**config.mk**
```make
export PLATFORM = sky130hd
export DESIGN_NAME = jtag_reg_bridge
export DESIGN_NICKNAME = d
export VERILOG_FILES = /design/src/rtl/jtag_reg_bridge.sv
export SDC_FILE = /design/constraint.sdc
export NUM_CORES = 1
export LEC_CHECK = 0
export CAP_MARGIN = 25
export CORE_MARGIN = 4
export CORE_UTILIZATION = 40
export DETAILED_ROUTE_END_ITERATION = 7
export GPL_TIMING_DRIVEN = 1
export SLEW_MARGIN = 20
export SYNTH_ARGS = -nofsm -noshare
export SYNTH_HDL_FRONTEND = slang
export SYNTH_SLANG_ARGS = --single-unit
```
**constraint.sdc**
```tcl
create_clock -name JTCK -period 4.3 [get_ports JTCK]
set_input_delay 0.86 -clock JTCK [delete_from_list [all_inputs] [get_ports JTCK]]
set_output_delay 0.86 -clock JTCK [all_outputs]
set_load 0.005 [all_outputs]
```
**src/rtl/jtag_reg_bridge.sv**
```systemverilog
// JTAG user-chain register bridge: a shifted {op, addr, wdata} command issues one bus transfer on Update-DR.
// Optional bus timeout is enabled by defining JTAG_BRIDGE_TIMEOUT_EN.
module jtag_reg_bridge #(
  parameter int unsigned ADDR_W  = 8,
  parameter int unsigned DATA_W  = 32,
  parameter int unsigned TIMEOUT = 64
) (
  input  logic              JTCK,
  input  logic              JRSTN,
  input  logic              JTDI,
  input  logic              JSHIFT,
  input  logic              JUPDATE,
  input  logic              JRTI,
  input  logic              JCE,
  output logic              JTDO,
  output logic              bus_req,
  output logic              bus_we,
  output logic [ADDR_W-1:0] bus_addr,
  output logic [DATA_W-1:0] bus_wdata,
  input  logic              bus_ack,
  input  logic [DATA_W-1:0] bus_rdata
);

  localparam int unsigned SR_W = DATA_W + ADDR_W + 2;

  localparam logic [1:0] OP_NOP   = 2'b00;
  localparam logic [1:0] OP_WRITE = 2'b01;
  localparam logic [1:0] OP_READ  = 2'b10;
  localparam logic [1:0] OP_CLR   = 2'b11;

  typedef enum logic {S_IDLE, S_REQ} state_e;

  state_e            state_q;
  logic [SR_W-1:0]   sr_q;
  logic              sel_q;
  logic              err_q;
  logic              done_q;
  logic [ADDR_W-1:0] last_addr_q;
  logic [DATA_W-1:0] rdata_q;
  logic              req_q;
  logic              we_q;
  logic [ADDR_W-1:0] addr_q;
  logic [DATA_W-1:0] wdata_q;

  // Run-Test/Idle carries no function here.
  logic unused_jrti;
  assign unused_jrti = JRTI;

  logic [1:0]        cmd_op;
  logic [ADDR_W-1:0] cmd_addr;
  logic [DATA_W-1:0] cmd_wdata;
  logic              upd;

  // An update only belongs to this chain if we were shifted since the last one.
  assign cmd_op    = sr_q[SR_W-1 -: 2];
  assign cmd_addr  = sr_q[DATA_W +: ADDR_W];
  assign cmd_wdata = sr_q[DATA_W-1:0];
  assign upd       = JUPDATE && sel_q;

  assign JTDO      = sr_q[0];
  assign bus_req   = req_q;
  assign bus_we    = we_q;
  assign bus_addr  = addr_q;
  assign bus_wdata = wdata_q;

`ifdef JTAG_BRIDGE_TIMEOUT_EN
  localparam int unsigned CNT_W = (TIMEOUT > 2) ? $clog2(TIMEOUT) : 1;
  logic [CNT_W-1:0] cnt_q;
`endif

  always_ff @(posedge JTCK or negedge JRSTN) begin
    if (!JRSTN) begin
      state_q     <= S_IDLE;
      sr_q        <= '0;
      sel_q       <= 1'b0;
      err_q       <= 1'b0;
      done_q      <= 1'b0;
      last_addr_q <= '0;
      rdata_q     <= '0;
      req_q       <= 1'b0;
      we_q        <= 1'b0;
      addr_q      <= '0;
      wdata_q     <= '0;
`ifdef JTAG_BRIDGE_TIMEOUT_EN
      cnt_q       <= '0;
`endif
    end else begin
      if (JCE && JSHIFT) begin
        sr_q  <= {JTDI, sr_q[SR_W-1:1]};
        sel_q <= 1'b1;
      end else if (JCE) begin
        sr_q <= {err_q, done_q, last_addr_q, rdata_q};
      end
      if (upd) sel_q <= 1'b0;

      unique case (state_q)
        S_IDLE: begin
          if (upd) begin
            unique case (cmd_op)
              OP_WRITE, OP_READ: begin
                we_q        <= (cmd_op == OP_WRITE);
                addr_q      <= cmd_addr;
                wdata_q     <= cmd_wdata;
                last_addr_q <= cmd_addr;
                done_q      <= 1'b0;
                req_q       <= 1'b1;
                state_q     <= S_REQ;
`ifdef JTAG_BRIDGE_TIMEOUT_EN
                cnt_q       <= '0;
`endif
              end
              OP_CLR:  err_q <= 1'b0;
              OP_NOP:  ;
              default: ;
            endcase
          end
        end
        S_REQ: begin
          // A new command while busy is an overrun; the transfer in flight continues.
          if (upd) begin
            if (cmd_op == OP_WRITE || cmd_op == OP_READ) err_q <= 1'b1;
            else if (cmd_op == OP_CLR)                   err_q <= 1'b0;
          end
          if (bus_ack) begin
            if (!we_q) rdata_q <= bus_rdata;
            done_q  <= 1'b1;
            req_q   <= 1'b0;
            state_q <= S_IDLE;
          end
`ifdef JTAG_BRIDGE_TIMEOUT_EN
          else if (cnt_q == CNT_W'(TIMEOUT - 1)) begin
            if (!we_q) rdata_q <= '1;
            err_q   <= 1'b1;
            done_q  <= 1'b0;
            req_q   <= 1'b0;
            state_q <= S_IDLE;
          end else begin
            cnt_q <= cnt_q + CNT_W'(1);
          end
`endif
        end
        default: state_q <= S_IDLE;
      endcase
    end
  end

endmodule

```
; Word level (Yosys, flattened, before mapping)
; Cells that the tools add are included.
; Widths: inputs -> output; s select.
[classes]
eq_ne = 7
muxes = 21
n_bitwise = 2
n_reduce_logical = 10
[op_table]
columns = op, n
row1 = $mux 42, 2
row2 = $mux 1, 15
row3 = $reduce_and 3->1, 3
row4 = $pmux 1 s2, 4
row5 = $eq 2x2->1 const B, 2
row6 = $ne 2x1->1 const B, 2
row7 = $ne 2x2->1 const B, 2
row8 = $reduce_bool 2->1, 2
row9 = $eq 2x1->1 const B, 1
row10 = $logic_and 1x1->1, 2
row11 = $not 1->1, 2
row12 = $reduce_and 2->1, 1
row13 = $reduce_or 2->1, 1
row14 = $logic_or 1x1->1, 1
[totals]
ff_bits = 120
in_bits = 40
word_cells = 50

; Depth between registers and ports, before layout
; Gate-level depths: netlist of run 1.
[logic_depth]
ltp_word = 5
depth_mapped = 6

; Worst setup path before layout of run 1
; OpenSTA, ideal clock, no wires.
[synth_path]
path_type = input to register
from = input port JUPDATE
to = register wdata_q[0], in the netlist bus_wdata[0]
setup_ns = 0.125
arrival_time_ns = 1.635
required_ns = 4.175
path_slack_ns = 2.540
path_stages = 4
path_cell_list = and4bb_1 > buf_6 > buf_6 > mux2_4
[synth_via]
elab_chain_len = 2
[synth_lines]
columns = item, line
row1 = start: declaration, 12  ; input logic JUPDATE,
row2 = $logic_and 1x1->1, 58  ; assign upd = JUPDATE && sel_q;
row3 = $reduce_and 3->1 (no line), n/a
row4 = end signal: assignment, 103  ; wdata_q <= cmd_wdata;
row5 = end: declaration, 43  ; logic [DATA_W-1:0] wdata_q;
; No other way between the ends.
; A chain may end at the register's enable or synchronous reset.

; Worst setup path in the final report of run 1
[layout_path]
from = input port JUPDATE
to = register wdata_q[31], in the netlist bus_wdata[31]
; The elaborated chain is that of the path after synthesis.

==> impl_metrics.yaml, run 1 <==
timing:
  worst_slew_margin_rel: 0.3355
  worst_slew_pin_slew_ps: 996.8
  hold_violations: 0
  fin_crit_sh: 0.5651
  finalSetupViolCount: 0
  grt_setup_unrepaired: "false"
  maxSlewViolCount: 0
  timing.fmax_ghz: 0.4115
  tns_ps: 0
  setup_slack_ps: 1870
  finClkSkew_ps: 5.952
  period_needed_ps: 2430
cells_and_area:
  num_antenna_cells: 0
  layoutNonFillerInstCount: 620
  syn_to_final_growth_pct: 29.09
  nets: 482
  final_common_cell: "dfrtp_1"
  final_area_um2: 6469
  layout_common_cells: "dfrtp_1, clkdlybuf4s50_1, mux2i_1"
  drive_gt1_frac: 0.2345
power_and_ir_drop:
  power_frac_clock: 0.277
  pwr-share-seq: 0.437
  p_comb_frac: 0.286
  internal_power_w: 0.003328
  power.leakage_nw: 2.882
  switching_share: 0.2576
  powerDensity_nw_per_um2: 693.1
  irDropWorstVdd_uv: 291.7
  p_sw_w: 0.001155
  p_total_w: 0.004483
worst_setup_path:
  crit_type: "input pin to flip-flop"
  crit_fanout: 43
  endpoint_kind: "flip-flop"
  cp_cell_sequence: "clkdlybuf4s50_1, and4bb_4, mux2_2"
  cp_num_buf_inv: 1
  required_ps: 4590
  arrival_ps: 2720
  setup.worst_path.start_class: "input pin"
  cpPeakStageDelay_ps: 900
  cpMaxStageDelayCell: "and4bb_4"
  path_delay_family: "simple AND/OR/NAND/NOR gates"
clocking:
  cts_tree: "done"
  root_buffer: "clkbuf_16"
  cts_resized: 0
  clk_latency_ps: 410
  numCtsBuffers: 17
  htreeDepth: 4
  post_cts_buffers: 0
  clk_pin_slew_ps: 50
  clock-sinks: 120
  cts.path.max_buffers: 2
  holdBufCountCts: 0
global_route:
  antenna_found_initial: 0
  grtUsageTotal: 0.1459
  grt_pass1_wl_um: 16190
  gr-usage-met2: 0.2118
  grtUsageMet1: 0.1897
  overflow: 0
  top_usage_layer: "met2"
  grt_max_degree: 65
  grt_pass1_vias: 3121
  met3_usage: 0.06598
run:
  maxCapViolCount: 0
yosys:
  yosys_warnings: 0
  synth_top_family_by_area: "multiplexers"
  synth-seq-area-share: 0.5993
  synth_area_um2: 5011
  synth_cells: 358
  syn_area_per_cell_um2: 14.00
  synthAdderAreaFrac: 0.004994
  synth.mux.area_fraction: 0.2784
  synth-xor-area-share: 0
  ys_seq_elements: 120
  synth-compound-area-share: 0.04869
  synth-simple-area-share: 0.04020
  synthDistinctLibCells: 22
  synth_nets: 400
place:
  io_buffer_count: 81
  pre_cts_slack_ps: 1404
  dp_hpwl_um: 5916
  gp_congestion: 0.7276
  place_area_um2: 5947
  dp.cells: 589
detailed_routing:
  ant_nets: 0
  avgViaCountPerCell: 4.718
  route.vias.total: 2925
  drt_iter0_drc: 162
  routed_wl_um: 9617
  drtPass1Iterations: 4
  drc: 0
  drt-wirelength-per-cell_um: 15.51
floorplanning:
  coreArea_um2: 12160
  dieHeight_um: 119.9
  die_area_um2: 14380
  chipWidth_um: 119.9
  boundaryPins: 83
  start_util: 0.4120
  rows: 40
min_path:
  hold_path_class: "flip-flop to flip-flop"
run_status:
  status: "completed"
## power groups by stage
stage	combinational (W)	clock (W)	sequential [W]
finish	0.00128	0.00124	0.00196
global placement	0.00128	0	0.00196
detailed placement	0.00131	0	0.00197
global route	0.00140	0.00133	0.00203
CTS	0.00131	0.00128	0.00196
floorplan	0.000726	0	0.00190
## worst reg2reg max path, stage by stage (launching register included)
cell      delay, ps
dfrtp_1         390
inv_1            60
ha_1            280
and4bb_4        990
mux2_2          450
## metal layers
metal,up-vias,wire (um)
met5,-,0
met4,0,135
met3,11,616
met2,69,4276
met1,1431,4588
li1,1414,-
## stage by stage
step           hold WS, ps  utilization
2_1_floorplan        465.1            -
3_3_place_gp         485.8       0.4890
3_5_place_dp         491.3       0.4890
4_1_cts              502.4       0.5319
5_1_grt              511.8       0.5319
6_report             500.1       0.5319
## state kept, by name (all words and copies together) (netlist names)
| register | flops |
|---|---|
| bus_addr | 8 |
| bus_req | 1 |
| bus_wdata | 32 |
| bus_we | 1 |
| done_q | 1 |
| err_q | 1 |
| rdata_q | 32 |
| sel_q | 1 |
| sr_q | 42 |
| state_q | 1 |
## cell families (layout without fill, tap and decap cells)
group / Yosys count / in the layout
multiplexers: 116 / 116
adder cells (fa/ha/maj): 2 / 2
AND/OR/NAND/NOR: 48 / 48
buffers and inverters: 25 / 119
AO/OA/AOI/OAI: 47 / 47
flip-flops: 120 / 120
## cell usage after synthesis
cell type  instances  area [um^2]
dfrtp_1          120         3003
mux2i_1           43        430.4
a21oi_1           42        210.2
nor2_1            42        157.7
mux2_4            38        570.6
mux2_2            35        394.1
buf_2              9        45.04
clkbuf_1           7        26.28
buf_6              5        56.30
inv_1              3        11.26
ha_1               2        25.02
o21ai_0            2        10.01
a21boi_0           1        7.510
a21o_1             1        7.510
a22o_1             1        8.760
and3b_1            1        8.760
and4bb_1           1        12.51
buf_1              1        3.750
nand2_1            1        3.750
nand3_1            1        5.000
nand3b_1           1        7.510
or2_2              1        6.260
## worst paths after layout
kind                                  to   startpoint  cells past startpoint  slack [ps]
setup / recovery           bus_wdata[31]      JUPDATE                      3        1870
hold / removal               rdata_q[17]  rdata_q[17]                      1         500
setup reg to reg           bus_wdata[31]     sr_q[41]                      4        2030
hold reg to reg              rdata_q[17]  rdata_q[17]                      1         500
max in group asynchronous       sr_q[26]        JRSTN                      2        2960
min in group asynchronous   bus_wdata[0]        JRSTN                      1         510
## final cells by class
cell class                      count  area (um^2)
Timing Repair Buffer               85        853.3
Sequential cell                   120         3003
Fill cell                        1028         5693
Multi-Input combinational cell    213         1869
Inverter                            3        11.26
Clock inverter                      3        15.01
Clock buffer                       28        506.7
Tap cell                          168        210.2
Power figures use the tool's default switching activity.
==> run 2: changes to the inputs <==
Settings changed: PLACE_DENSITY set to 0.65.
Clock period 4.3 ns to 1.98 ns, I/O delays scaled along.
==> impl_metrics.yaml, run 2 (same netlist as run 1, synthesis figures left out) <==
run_status:
  status: "completed"
global_route:
  grt_pass1_vias: 3105
  grt_max_degree: 86
  grtUsageTotal: 0.1467
  grt_pass1_wl_um: 16030
  antenna_found_initial: 0
  overflow: 0
power_and_ir_drop:
  powerDensity_nw_per_um2: 1523
  pwr-share-seq: 0.416
  switching_share: 0.2552
  p_comb_frac: 0.277
  internal_power_w: 0.007589
  p_sw_w: 0.002601
  irDropWorstVdd_uv: 915.4
  p_total_w: 0.01019
  power_frac_clock: 0.306
  power.leakage_nw: 2.967
timing:
  period_needed_ps: 1832
  finalSetupViolCount: 0
  grt_setup_unrepaired: "false"
  worst_slew_margin_rel: 0.6812
  finClkSkew_ps: 5.990
  tns_ps: 0
  maxSlewViolCount: 0
  worst_slew_pin_slew_ps: 478.2
  fin_crit_sh: 0.9252
  timing.fmax_ghz: 0.5459
  hold_violations: 0
place:
  io_buffer_count: 81
  gp_congestion: 0.7424
  dp_hpwl_um: 6096
clocking:
  cts_tree: "done"
  numCtsBuffers: 17
  cts_resized: 0
  clock-sinks: 120
  clk_pin_slew_ps: 60
  root_buffer: "clkbuf_16"
  clk_latency_ps: 410
  htreeDepth: 4
  cts.path.max_buffers: 2
detailed_routing:
  drtPass1Iterations: 5
  ant_nets: 0
  avgViaCountPerCell: 4.719
  drt_iter0_drc: 181
  routed_wl_um: 9425
  drc: 0
  drt-wirelength-per-cell_um: 14.98
  route.vias.total: 2968
worst_setup_path:
  worstReg2RegEnd: "bus_wdata[8]"
  setup.worst_path.start_class: "flip-flop"
  r2r_slack_ps: 150
  cp_num_buf_inv: 2
  cpPeakStageDelay_ps: 440
  r2r_start: "sr_q[41]"
  path_delay_family: "simple AND/OR/NAND/NOR gates"
  required_ps: 2270
  endpoint_kind: "flip-flop"
  crit_type: "flip-flop to flip-flop"
  cp_cell_sequence: "inv_1, ha_1, and4bb_4, buf_12, mux2_4"
  arrival_ps: 2120
  crit_fanout: 15
  cpMaxStageDelayCell: "and4bb_4"
  r2r_cells: 5
cells_and_area:
  nets: 490
  num_antenna_cells: 0
  largest_reg_flops: 42
  fill_cells: 1009
  layout_common_cells: "dfrtp_1, clkdlybuf4s50_1, mux2i_1"
  syn_to_final_growth_pct: 33.53
  drive_gt1_frac: 0.2581
  regMostFlops: "sr_q"
  final_common_cell: "dfrtp_1"
floorplanning:
  die_area_um2: 14380
  start_util: 0.4120
  dieHeight_um: 119.9
  chipWidth_um: 119.9
  coreArea_um2: 12160
  boundaryPins: 83
  rows: 40
run:
  maxCapViolCount: 0
min_path:
  hold_path_class: "input pin to asynchronous set/reset pin"
-- run 2: layout make-up --
class / instances / area (um^2) / share of cell area
Clock inverter: 11 / 146.4 / 0.02188
Multi-Input combinational cell: 213 / 1869 / 0.2794
Sequential cell: 120 / 3003 / 0.4488
Tap cell: 168 / 210.2 / 0.03141
Timing Repair Buffer: 93 / 991.0 / 0.1481
Inverter: 3 / 11.26 / 0.001683
Clock buffer: 21 / 460.4 / 0.06881
-- run 2: what timing repair did --
| action | CTS | global route |
|---|---|---|
| endpoints found under the hold margin | 33 | 0 |
| hold buffers | 1 | 0 |
| buffers inserted | 0 | 0 |
-- run 2: worst max path at each step --
stage                  start            end  cells past startpoint
floorplan           sr_q[40]   bus_wdata[0]                      5
global placement     JUPDATE         bus_we                      4
detailed placement   JUPDATE         bus_we                      4
CTS                 sr_q[41]   bus_wdata[8]                      5
global route        sr_q[41]  bus_wdata[11]                      5
finish              sr_q[41]   bus_wdata[8]                      5
-- run 2: routing by layer --
| metal | GRT usage | routed length (um) | vias up |
|---|---|---|---|
| met5 | 0 | 0 | - |
| met4 | 0.04939 | 109 | 0 |
| met3 | 0.07776 | 599 | 9 |
| met2 | 0.2206 | 4392 | 70 |
| met1 | 0.1810 | 4324 | 1449 |
| li1 | - | - | 1440 |
-- run 2: per-stage QoR --
step | cell area (um^2) | std cells | setup WS, ps | utilization | hold WS [ps]
after floorplan | 5011 | 358 | 314.7 | - | 100.4
after global placement | 6075 | 596 | 114.4 | 0.4995 | 384.4
after detailed placement | 6075 | 596 | 105.5 | 0.4995 | 387.6
after CTS | 6691 | 629 | 131.5 | 0.5502 | 475.1
after global routing | 6691 | 629 | 79.09 | 0.5502 | 509.8
final | 6691 | 629 | 148.1 | 0.5502 | 489.4
-- run 2: power groups by stage --
stage / sequential (W) / clock [W] / combinational, W
6_report: 0.00424 / 0.00312 / 0.00283
5_1_grt: 0.00442 / 0.00333 / 0.00310
4_1_cts: 0.00427 / 0.00321 / 0.00289
3_5_place_dp: 0.00428 / 0 / 0.00287
3_3_place_gp: 0.00426 / 0 / 0.00279
2_1_floorplan: 0.00414 / 0 / 0.00158
-- run 2: worst reg2reg max path: cells and delay by family, from the launching register on --
kind / cells / cell delay [ps]
AND/OR/NAND/NOR: 1 / 440
buffers and inverters: 2 / 260
adder cells (fa/ha/maj): 1 / 280
flip-flops: 1 / 410
multiplexers: 1 / 320
==> run 3: changes to the inputs <==
Settings changed: GPL_ROUTABILITY_DRIVEN set to 1, SKIP_CTS_REPAIR_TIMING set to 1.
==> results of run 3 <==
No change in the layout: final DEF, timing and power equal those of run 2.
Among the figures that moved: wire length of the first global-routing pass 16030 um -> 16010 um; via count of the first global-routing pass 3105 -> 3102; overall routing resource usage 0.1467 -> 0.1466; met1 usage 0.1810 -> 0.1806
